$ cat src/rtl/median5_window_if.sv
// Sample/window/median bus between the stream source, the median5_window
// front end and the combinational five-input median comparator.
// Signals:
//   in_valid/in_data/flush   sample input and window clear
//   win0..win4               window operands to the comparator (win0 newest)
//   med_idx                  comparator result, 0..4 selects win0..win4
//   full/out_valid/out_data  fill status and registered median output
// Modports:
//   master  the environment (sample source plus comparator)
//   slave   the median5_window front end
interface median5_window_if;
    logic       in_valid;
    logic [7:0] in_data;
    logic       flush;
    logic [7:0] win0;
    logic [7:0] win1;
    logic [7:0] win2;
    logic [7:0] win3;
    logic [7:0] win4;
    logic [2:0] med_idx;
    logic       full;
    logic       out_valid;
    logic [7:0] out_data;

    modport master (
        output in_valid, in_data, flush, med_idx,
        input  win0, win1, win2, win3, win4,
        input  full, out_valid, out_data
    );

    modport slave (
        input  in_valid, in_data, flush, med_idx,
        output win0, win1, win2, win3, win4,
        output full, out_valid, out_data
    );
endinterface

$ cat src/rtl/median5_window.sv
// Five-deep sliding window feeding an external median comparator; the
// selected window value is registered as the filter output.
// Ports: clk, rst_n (async active-low), bus (median5_window_if.slave).
// Option: MED5_EDGE_REPLICATE_EN - first accept fills the whole window.
module median5_window (
    input  logic               clk,
    input  logic               rst_n,
    median5_window_if.slave    bus
);

    typedef enum logic {
        FILL = 1'b0,
        FULL = 1'b1
    } fill_t;

    logic [7:0] win_q [5];
    logic [2:0] cnt_q;
    logic [2:0] cnt_d;
    logic       upd_q;
    logic       upd_d;
    logic       ov_q;
    logic [7:0] od_q;
    logic [7:0] sel;
    logic       load_all;
    fill_t      state;

    assign state = (cnt_q == 3'd5) ? FULL : FILL;

    // Replicating the first sample into every tap makes the window
    // full at once, so a median is available from the first accept.
`ifdef MED5_EDGE_REPLICATE_EN
    assign load_all = (cnt_q == 3'd0);
`else
    assign load_all = 1'b0;
`endif

    always_comb begin
        cnt_d = cnt_q;
        upd_d = 1'b0;
        if (bus.flush) begin
            cnt_d = 3'd0;
        end else if (bus.in_valid) begin
            if (load_all) begin
                cnt_d = 3'd5;
                upd_d = 1'b1;
            end else begin
                cnt_d = (state == FULL) ? 3'd5 : cnt_q + 3'd1;
                upd_d = (cnt_d == 3'd5);
            end
        end
    end

    // Indices 5..7 are illegal comparator results and select zero.
    always_comb begin
        sel = 8'h00;
        case (bus.med_idx)
            3'd0:    sel = win_q[0];
            3'd1:    sel = win_q[1];
            3'd2:    sel = win_q[2];
            3'd3:    sel = win_q[3];
            3'd4:    sel = win_q[4];
            default: sel = 8'h00;
        endcase
    end

    // The capture uses the pre-edge window, so a back-to-back accept on
    // the same edge cannot disturb the median being registered.
    always_ff @(posedge clk or negedge rst_n) begin
        if (!rst_n) begin
            for (int i = 0; i < 5; i++) win_q[i] <= 8'h00;
            cnt_q <= 3'd0;
            upd_q <= 1'b0;
            ov_q  <= 1'b0;
            od_q  <= 8'h00;
        end else begin
            cnt_q <= cnt_d;
            upd_q <= upd_d;
            if (bus.flush) begin
                for (int i = 0; i < 5; i++) win_q[i] <= 8'h00;
                ov_q <= 1'b0;
            end else begin
                ov_q <= upd_q;
                if (upd_q) od_q <= sel;
                if (bus.in_valid) begin
                    if (load_all) begin
                        for (int i = 0; i < 5; i++) win_q[i] <= bus.in_data;
                    end else begin
                        for (int i = 4; i > 0; i--) win_q[i] <= win_q[i-1];
                        win_q[0] <= bus.in_data;
                    end
                end
            end
        end
    end

    assign bus.win0      = win_q[0];
    assign bus.win1      = win_q[1];
    assign bus.win2      = win_q[2];
    assign bus.win3      = win_q[3];
    assign bus.win4      = win_q[4];
    assign bus.full      = (state == FULL);
    assign bus.out_valid = ov_q;
    assign bus.out_data  = od_q;

endmodule

$ cat src/flat_wrapper.sv
// flat-port wrapper written by rule: the top's interface ports become plain ports
module median5_window_flat 
  (clk, rst_n, bus_in_valid, bus_in_data, bus_flush, bus_med_idx, bus_win0, bus_win1, bus_win2, bus_win3, bus_win4, bus_full, bus_out_valid, bus_out_data);
  median5_window_if bus_i ();
  input  logic clk;
  input  logic rst_n;
  input wire logic [$bits(bus_i.in_valid)-1:0] bus_in_valid;
  input wire logic [$bits(bus_i.in_data)-1:0] bus_in_data;
  input wire logic [$bits(bus_i.flush)-1:0] bus_flush;
  input wire logic [$bits(bus_i.med_idx)-1:0] bus_med_idx;
  output wire logic [$bits(bus_i.win0)-1:0] bus_win0;
  output wire logic [$bits(bus_i.win1)-1:0] bus_win1;
  output wire logic [$bits(bus_i.win2)-1:0] bus_win2;
  output wire logic [$bits(bus_i.win3)-1:0] bus_win3;
  output wire logic [$bits(bus_i.win4)-1:0] bus_win4;
  output wire logic [$bits(bus_i.full)-1:0] bus_full;
  output wire logic [$bits(bus_i.out_valid)-1:0] bus_out_valid;
  output wire logic [$bits(bus_i.out_data)-1:0] bus_out_data;
  assign bus_i.in_valid = bus_in_valid;
  assign bus_i.in_data = bus_in_data;
  assign bus_i.flush = bus_flush;
  assign bus_i.med_idx = bus_med_idx;
  assign bus_win0 = bus_i.win0;
  assign bus_win1 = bus_i.win1;
  assign bus_win2 = bus_i.win2;
  assign bus_win3 = bus_i.win3;
  assign bus_win4 = bus_i.win4;
  assign bus_full = bus_i.full;
  assign bus_out_valid = bus_i.out_valid;
  assign bus_out_data = bus_i.out_data;
  median5_window u_core (.clk(clk), .rst_n(rst_n), .bus(bus_i));
endmodule
$ cat config.mk
export PLATFORM = sky130hd
export DESIGN_NAME = median5_window_flat
export DESIGN_NICKNAME = d
export VERILOG_FILES = /design/src/rtl/median5_window_if.sv /design/src/rtl/median5_window.sv /design/src/flat_wrapper.sv
export SDC_FILE = /design/constraint.sdc
export NUM_CORES = 1
export LEC_CHECK = 0
export CELL_PAD_IN_SITES_DETAIL_PLACEMENT = 0
export CELL_PAD_IN_SITES_GLOBAL_PLACEMENT = 1
export CORE_MARGIN = 5
export CORE_UTILIZATION = 34
export DETAILED_ROUTE_END_ITERATION = 10
export PLACE_DENSITY = 0.86
export RECOVER_POWER = 25
export SYNTH_ARGS = -nofsm -noshare
export SYNTH_HDL_FRONTEND = slang
export SYNTH_SLANG_ARGS = --single-unit
$ cat constraint.sdc
create_clock -name clk -period 1 [get_ports clk]
set_input_delay 0.3 -clock clk [delete_from_list [all_inputs] [get_ports clk]]
set_output_delay 0.3 -clock clk [all_outputs]
set_load 0.005 [all_outputs]
======== Word level (Yosys, flattened, before mapping) ========
Cells that the tools add are included.
W data, S select, Z words.
operators by class
  $add $sub $neg .......................... 1
  multipliers ............................. 0
  divide/modulo/power cells ............... 0
  magnitude comparators ................... 0
  eq/ne operators ......................... 6
  shift-type cells ........................ 0
  multiplexer cells ....................... 10
  bitwise gates (word level) .............. 1
  reduce and logical (&&, ||, !) cells .... 3
operators by type and width
  kind                   number
  $mux W40               2
  $pmux W8 S5            1
  $eq A3 B3 Y1 const B   3
  $mux W3                3
  $eq A3 B2 Y1 const B   2
  $mux W1                4
  $add A3 B1 Y3 const B  1
  $eq A3 B1 Y1 const B   1
  $logic_not A3 Y1       1
  $reduce_and A2 Y1      1
  $reduce_bool A2 Y1     1
  $not A1 Y1             1
storage, ports and cells
  flip-flop bits (word level) ............. 53
  bits in latches ......................... 0
  RAM bits ................................ 0
  bits in read-only memories .............. 0
  input port bits ......................... 15
  output and inout port bits .............. 50
  word-level logic and storage cells ...... 30
  memories ................................ 0

======== Depth between registers and ports, before layout ========
Gate-level depths: netlist (run 1).
  depth in word-level cells ............... 6
  gate-level depth with buffers ........... 6
  mapped depth without buffers ............ 4

======== Worst setup path after synthesis (run 1) ========
No wires, ideal clock.
  path kind ............................... input -> register
  start point ............................. input port bus_med_idx[2]
  end point ............................... register u_core.od_q[2] (netlist: u_core.bus.out_data[2])
  library setup time ...................... 130 ps
  arrival time ............................ 1083 ps
  data required time ...................... 870 ps
  slack ................................... -214 ps
  stages on the path ...................... 5
  buffers on the path ..................... 2
  path through ............................ buf_2 > buf_2 > mux2i_1 > a2bb2oi_1 > o221ai_2
on the way
  cells in the longest elaborated chain, start to end .. 2
  elaborated cells on any way between the ends .. 6
  classes of those cells .................. 4 x eq/ne; 1 x mux; 1 x reduce/logical
ends and longest elaborated chain
  item                                        RTL line              RTL
  start: declaration                          flat_wrapper.sv:10    input wire logic [$bits(bus_i.med_idx)-1:0] bus_med_idx;
  $eq A3 B3 Y1, or another cell as far along  median5_window.sv:56  case (bus.med_idx)
  $pmux W8 S5 (*)                             median5_window.sv:56
  end signal: assignment                      median5_window.sv:83  if (upd_q) od_q <= sel;
  end: declaration                            median5_window.sv:22  logic [7:0] od_q;
Mark *: on every way between the ends. The rest lies on a longest branch, timed or not.
A chain may end at the register's enable or synchronous reset.

======== Worst setup path in the final report (run 1) ========
  start point ............................. register u_core.cnt_q[1]
  end point ............................... output port bus_full
on the way
  cells in the longest elaborated chain, start to end .. 2
ends and longest elaborated chain
  item                      RTL line              RTL
  start: declaration        median5_window.sv:17  logic [2:0] cnt_q;
  start signal: assignment  median5_window.sv:76  cnt_q <= cnt_d;
  $eq A3 B3 Y1              median5_window.sv:27  assign state = (cnt_q == 3'd5) ? FULL : FILL;
  $mux W1                   median5_window.sv:27
  end: declaration          flat_wrapper.sv:16    output wire logic [$bits(bus_i.full)-1:0] bus_full;
Every way passes these cells.

==> results.py, run 1 <==
metrics = {
    "worst_setup_path": {
        "timing.rr.start": "u_core.bus.win2[3]",
        "crit_end": "bus_full",
        "cp.required_ns": 0.70,
        "worst-path-max-fanout": 2,
        "rr_endpoint": "u_core.bus.out_data[3]",
        "critPathLaunchType": "flop",
        "rrSetupSlack_ns": -0.16,
        "worst_setup_path_end_kind": "output port",
        "crit_start": "u_core.cnt_q[1]",
        "r2r_cells": 4,
        "cp.arrival_ns": 1.02,
        "crit_type": "flop to output port",
    },
    "synth": {
        "synthTopCellsByArea": "dfrtp_1, mux2i_1, nor2_1",
        "synth-simple-area-share_pct": 14.44,
        "synth_top_family_by_area": "multiplexers",
        "avgSynthCellArea_sq_um": 11.33,
        "synthXorXnorAreaFrac_pct": 0.3498,
        "yosys-top-cells-count": "dfrtp_1, mux2i_1, nor2_1",
        "yosys_warnings": 0,
        "synth_mux_area_share_pct": 21.04,
        "synth_compound_area_share_pct": 7.396,
        "synth_area_sq_um": 2504,
        "async_flop_share_pct": 100.0,
        "synth_top_area_share_pct": 52.97,
        "synth_edf_count": 0,
        "synthCells": 221,
        "synth_cell_types": 29,
        "synth_adder_area_share_pct": 0,
        "yosysTopAreaCell": "dfrtp_1",
        "synth_fp_nets": 236,
        "synth_most_common_cell": "dfrtp_1",
        "ys_ff_latch": 53,
        "synthFlopType": "dfrtp_1",
        "ys_seq_area_share_pct": 52.97,
    },
    "run": {
        "cap_violations": 0,
    },
    "drt": {
        "antenna_left": 0,
        "drt-total-wl_mm": 7.109,
        "wl_per_cell_um": 15.42,
        "dr.pass1.iters": 4,
        "dr_total_vias": 2209,
        "via_per_inst": 4.792,
        "drt_iter0_markers": 74,
        "route.detailed.drc": 0,
    },
    "run_status": {
        "status": "finished, violations left",
        "violations": "negative setup slack",
    },
    "grt": {
        "use_met3_pct": 3.987,
        "grt_pass1_wl_mm": 11.53,
        "grt-busiest-layer": "met2",
        "first_global_vias": 2336,
        "antenna_found_initial": 0,
        "globalRouteOverflowTotal": 0,
        "use_met2_pct": 27.10,
        "grt_util_met1_pct": 21.00,
        "grt_max_degree": 54,
        "grt_use_total_pct": 16.14,
    },
    "cells_and_area": {
        "drive_gt1_share_pct": 47.79,
        "final_nets": 377,
        "final_cell_area_sq_um": 3973,
        "antenna_cells": 0,
        "fill_cells": 643,
        "final_util_pct": 55.06,
        "final_cells": 461,
        "syn_to_final_growth_pct": 58.67,
    },
    "clock_network": {
        "cts_root_buffer": "clkbuf_8",
        "clk_pin_slew_ns": 0.09,
        "clock_tree.htree_level_count": 2,
        "cts_tree": "yes",
        "cts_buffer_depth": 2,
        "cts_buffers": 5,
        "insertion_delay_ns": 0.31,
        "clock_sinks": 53,
    },
    "floorplan": {
        "die-width_um": 95.81,
        "die_h_um": 95.81,
        "die_area_sq_um": 9180,
        "core-area_sq_um": 7214,
        "start_util_pct": 34.70,
        "rows": 31,
        "pin_count": 65,
    },
    "power": {
        "internal-power_mw": 3.275,
        "pwr-share-seq_pct": 51.3,
        "netSwitchingFraction_pct": 24.08,
        "ir_drop_v": 0.0005632,
        "powerDensity_nw_per_um2": 1086,
        "combPwrFrac_pct": 15.6,
        "switchingPower_mw": 1.039,
        "cellLeakagePower_nw": 2.149,
        "clkPwrFrac_pct": 33.1,
    },
    "timing": {
        "slew_headroom_pct": 70.61,
        "maxSlewViolCount": 0,
        "post-route-period-util_pct": 132.0,
        "fmax_mhz": 757.6,
        "hold_violations": 0,
        "rsz0062_at_grt": "yes",
        "finClkSkew_ns": 0.009768,
        "min_period_ns": 1.320,
        "setup_ws_ns": -0.3199,
        "worstMarginPinSlew_ns": 0.4408,
        "final.setup.tns_ns": -7.791,
        "setup_violations": 59,
    },
    "place": {
        "gp_congestion": 0.8019,
        "placed_cells": 433,
        "port_buffers": 64,
        "post_dp_cell_area_sq_um": 3749,
        "dp_worst_setup_slack_ns": -0.7175,
        "dp_hpwl_mm": 4.706,
    },
    "hold_path": {
        "hold_class": "input pin to flop",
    },
}
## how the worst min path moves through the flow
stage / startpoint / end / slack, ns / cells past startpoint
final: bus_in_valid / u_core.upd_q / 0.33 / 2
after CTS: bus_in_valid / u_core.upd_q / 0.32 / 2
after global routing: bus_in_valid / u_core.upd_q / 0.33 / 2
after detailed placement: rst_n / u_core.bus.win3[6] / 0.32 / 2
after floorplan: rst_n / u_core.bus.out_data[0] / 0.004 / 0
after global placement: rst_n / u_core.bus.win4[6] / 0.32 / 2
## metal layers
layer,up-vias,routed length (um)
met5,-,0
li1,1064,-
met3,8,374
met2,48,3550
met1,1089,3118
met4,0,65
## power by group through the flow
stage | Sequential, mW | Combinational, mW | Clock [mW]
final | 2.21 | 0.672 | 1.43
after CTS | 2.21 | 0.648 | 1.46
after global placement | 2.25 | 0.597 | 0
after global routing | 2.22 | 0.725 | 1.56
after detailed placement | 2.25 | 0.610 | 0
after floorplan | 2.27 | 0.258 | 0
## state kept, by name (all words and copies together) (netlist names), 3 cells and up
| register | flops |
|---|---|
| u_core.bus.out_data | 8 |
| u_core.bus.win0 | 8 |
| u_core.bus.win1 | 8 |
| u_core.bus.win2 | 8 |
| u_core.bus.win3 | 8 |
| u_core.bus.win4 | 8 |
| u_core.cnt_q | 3 |
## final cells by class
| type | instances | area [sq um] | share of cell area [%] |
|---|---|---|---|
| Sequential cell | 53 | 1326 | 33.39 |
| Timing Repair Buffer | 150 | 1210 | 30.46 |
| Multi-Input combinational cell | 150 | 1201 | 30.24 |
| Tap cell | 99 | 123.9 | 3.118 |
| Clock buffer | 5 | 68.82 | 1.732 |
| Clock inverter | 2 | 35.03 | 0.8819 |
| Inverter | 2 | 7.507 | 0.1890 |
## layout by cell type, fill, tap and decap left out, drive strengths merged, types with 2 or more instances in the layout
| cell | n |
|---|---|
| a22oi | 5 |
| a2bb2oi | 3 |
| and3b | 10 |
| buf | 135 |
| bufbuf | 2 |
| clkbuf | 7 |
| clkdlybuf4s50 | 8 |
| dfrtp | 53 |
| dlygate4sd2 | 2 |
| inv | 2 |
| mux2 | 5 |
| mux2i | 47 |
| nand2 | 10 |
| nand2b | 2 |
| nor2 | 45 |
| o211ai | 10 |
| o221ai | 3 |
## through the flow
step	power (mW)	hold slack, ns
2_1_floorplan	2.529	0.004409
3_3_place_gp	2.850	0.3172
3_5_place_dp	2.864	0.3186
4_1_cts	4.323	0.3238
5_1_grt	4.502	0.3290
6_report	4.314	0.3302
## repair_timing
action / 4_1_cts / 5_1_grt
setup buffers: 20 / 8
gates cloned: 2 / 0
hold buffers: 1 / 0
gates resized for setup: 234 / 20
setup endpoints to repair: 101 / 65
hold endpoints to repair: 53 / 0
pin swaps: 23 / 17
## critical path, stage by stage (launching register included)
cell     delay [ns]
dfrtp_1        0.40
inv_2          0.07
and3_4         0.17
buf_6          0.08
## cell families (layout without fill, tap and decap cells)
| kind of cell | Yosys count | after routing |
|---|---|---|
| multiplexers | 52 | 52 |
| buffers and inverters | 18 | 159 |
| XOR/XNOR | 1 | 1 |
| AO/OA/AOI/OAI | 23 | 23 |
| AND/OR/NAND/NOR | 74 | 74 |
| flip-flops | 53 | 53 |
Note: power is estimated with default switching activity, not from simulation.
==> run 2, diff against run 1 <==
--- a/config.mk
+++ b/config.mk
@@ -8,9 +8,10 @@
 export CELL_PAD_IN_SITES_DETAIL_PLACEMENT = 0
 export CELL_PAD_IN_SITES_GLOBAL_PLACEMENT = 1
 export CORE_MARGIN = 5
-export CORE_UTILIZATION = 34
+export CORE_UTILIZATION = 35
+export CTS_BUF_LIST = sky130_fd_sc_hd__clkbuf_8
 export DETAILED_ROUTE_END_ITERATION = 10
-export PLACE_DENSITY = 0.86
+export PLACE_DENSITY = 0.88
 export RECOVER_POWER = 25
 export SYNTH_ARGS = -nofsm -noshare
 export SYNTH_HDL_FRONTEND = slang
==> results.py, run 2 (synthesized netlist as in run 1, its figures left out) <==
metrics = {
    "run_status": {
        "status": "finished, violations left",
        "violations": "negative setup slack",
    },
    "grt": {
        "grt_pass1_wl_mm": 11.51,
        "grt_use_total_pct": 16.34,
        "antenna_found_initial": 0,
        "first_global_vias": 2273,
        "grt_max_degree": 54,
        "globalRouteOverflowTotal": 0,
    },
    "cells_and_area": {
        "final_nets": 376,
        "antenna_cells": 0,
        "multiInputGateArea_sq_um": 1145,
        "final_common_cell": "buf_4",
        "area.sequential_sq_um": 1326,
        "fill_cells": 610,
        "final_cell_area_sq_um": 3887,
        "syn_to_final_growth_pct": 55.27,
        "drive_gt1_share_pct": 45.58,
        "layout_common_cells": "buf_4, dfrtp_1, buf_2",
    },
    "power": {
        "p_total_mw": 4.149,
        "ir_drop_v": 0.0007528,
        "cellLeakagePower_nw": 2.148,
        "powerDensity_nw_per_um2": 1067,
    },
    "clock_network": {
        "cts_tree": "yes",
        "cts_buffers": 5,
        "clk_pin_slew_ns": 0.08,
        "cts_buffer_depth": 2,
        "clock_tree.htree_level_count": 2,
        "insertion_delay_ns": 0.30,
        "clock_sinks": 53,
        "cts_root_buffer": "clkbuf_8",
    },
    "place": {
        "port_buffers": 64,
        "post_dp_cell_area_sq_um": 3722,
        "dp_hpwl_mm": 4.597,
        "gp_congestion": 0.7799,
    },
    "floorplan": {
        "rows": 30,
        "start_util_pct": 36.45,
        "core-area_sq_um": 6869,
        "die-width_um": 94.58,
        "die_area_sq_um": 8944,
        "die_h_um": 94.58,
        "pin_count": 65,
    },
    "worst_setup_path": {
        "cp.required_ns": 0.70,
        "worst_setup_path_end_kind": "output port",
        "crit_start": "u_core.cnt_q[1]",
        "cp_top_family": "flip-flops",
        "crit_slowest_cell": "dfrtp_1",
        "cp.arrival_ns": 0.98,
        "crit_type": "flop to output port",
        "rr_endpoint": "u_core.bus.out_data[7]",
        "worst-path-max-fanout": 2,
        "slowest_delay_ns": 0.40,
        "rrSetupSlack_ns": -0.16,
        "r2r_cells": 4,
        "timing.rr.start": "u_core.bus.win2[7]",
        "crit_buf_inv": 2,
        "crit_chain": "inv_2 > and3_1 > buf_2",
        "critPathLaunchType": "flop",
    },
    "drt": {
        "wl_per_cell_um": 15.30,
        "dr.pass1.iters": 6,
        "route.detailed.drc": 0,
        "via_per_inst": 4.721,
        "dr_total_vias": 2162,
        "antenna_left": 0,
        "drt-total-wl_mm": 7.009,
        "drt_iter0_markers": 92,
    },
    "timing": {
        "fmax_mhz": 780.1,
        "slew_headroom_pct": 67.63,
        "post-route-period-util_pct": 128.2,
        "maxSlewViolCount": 0,
        "hold_violations": 0,
        "setup_ws_ns": -0.2818,
        "finClkSkew_ns": 0.009231,
        "rsz0062_at_grt": "yes",
        "setup_violations": 58,
        "min_period_ns": 1.282,
        "final.setup.tns_ns": -7.146,
        "worstMarginPinSlew_ns": 0.4856,
    },
    "run": {
        "cap_violations": 0,
    },
    "hold_path": {
        "holdPathStages": 3,
        "hold_start": "bus_flush",
        "holdPathEnd": "u_core.bus.win2[7]",
        "hold_class": "input pin to flop",
    },
}
run 2: changes by cell type in the layout (fill, tap and decap cells not counted), sizes merged:
cell,delta
buf,+1
bufbuf,-1
clkdlybuf4s15,+1
bufinv,-1
run 2: how the worst max path moves through the flow:
| stage | endpoint | cells after the start | slack [ns] |
|---|---|---|---|
| 4_1_cts | bus_full | 3 | -0.30 |
| 3_3_place_gp | u_core.bus.out_data[3] | 5 | -0.68 |
| 3_5_place_dp | u_core.bus.out_data[3] | 5 | -0.74 |
| 6_report | bus_full | 3 | -0.28 |
| 5_1_grt | bus_full | 3 | -0.34 |
| 2_1_floorplan | u_core.bus.out_data[0] | 5 | -0.14 |
run 2: through the flow:
step	hold slack, ns	utilization [%]	setup WS (ns)	instances
final	0.4479	56.59	-0.2818	458
after CTS	0.4518	55.79	-0.2974	452
after global placement	0.3138	54.19	-0.6757	427
after detailed placement	0.3168	54.19	-0.7369	427
after floorplan	0.004409	-	-0.1437	221
after global routing	0.4588	56.59	-0.3450	458
run 2: cell type report:
class,count,area share [%]
sequential,53,34.12
timing repair buffer,149,30.54
multi-input combinational,150,29.45
tap,96,3.090
clock buffer,7,2.478
inverter,2,0.1931
clock inverter,1,0.1287
run 2: what timing repair did:
item                       in CTS  in global routing
setup endpoints to repair      88                 61
pin swaps                      21                 11
gates cloned                    1                  0
setup buffers                  21                  6
gates resized for setup       237                  7
hold endpoints to repair       17                  0
hold buffers                    1                  0
run 2: power breakdown:
group          internal (mW)  leakage (nW)  total, mW  switching, mW
clock network          0.627        0.0542       1.30          0.671
logic                  0.338          1.36      0.637          0.299
registers               2.19         0.731       2.21         0.0276
total                   3.15          2.15       4.15          0.997
run 2: tightest hold or removal path, cell delays in order:
cell           delay, ns
dlygate4sd2_1       0.24
buf_4               0.13
nor2_1              0.04
run 2: routing by layer:
metal	global-route usage [%]	share of wire, %	up-vias
li1	-	-	1053
met4	3.005	0.84	0
met3	3.984	5.5	6
met1	21.41	44	1053
met5	0	0	-
met2	27.72	50	50
==> run 3, diff against run 2 <==
--- a/config.mk
+++ b/config.mk
@@ -13,6 +13,7 @@
 export DETAILED_ROUTE_END_ITERATION = 10
 export PLACE_DENSITY = 0.88
 export RECOVER_POWER = 25
+export SLEW_MARGIN = 20
 export SYNTH_ARGS = -nofsm -noshare
 export SYNTH_HDL_FRONTEND = slang
 export SYNTH_SLANG_ARGS = --single-unit
==> results of run 3 <==
No change in the layout: final DEF, timing and power equal those of run 2.
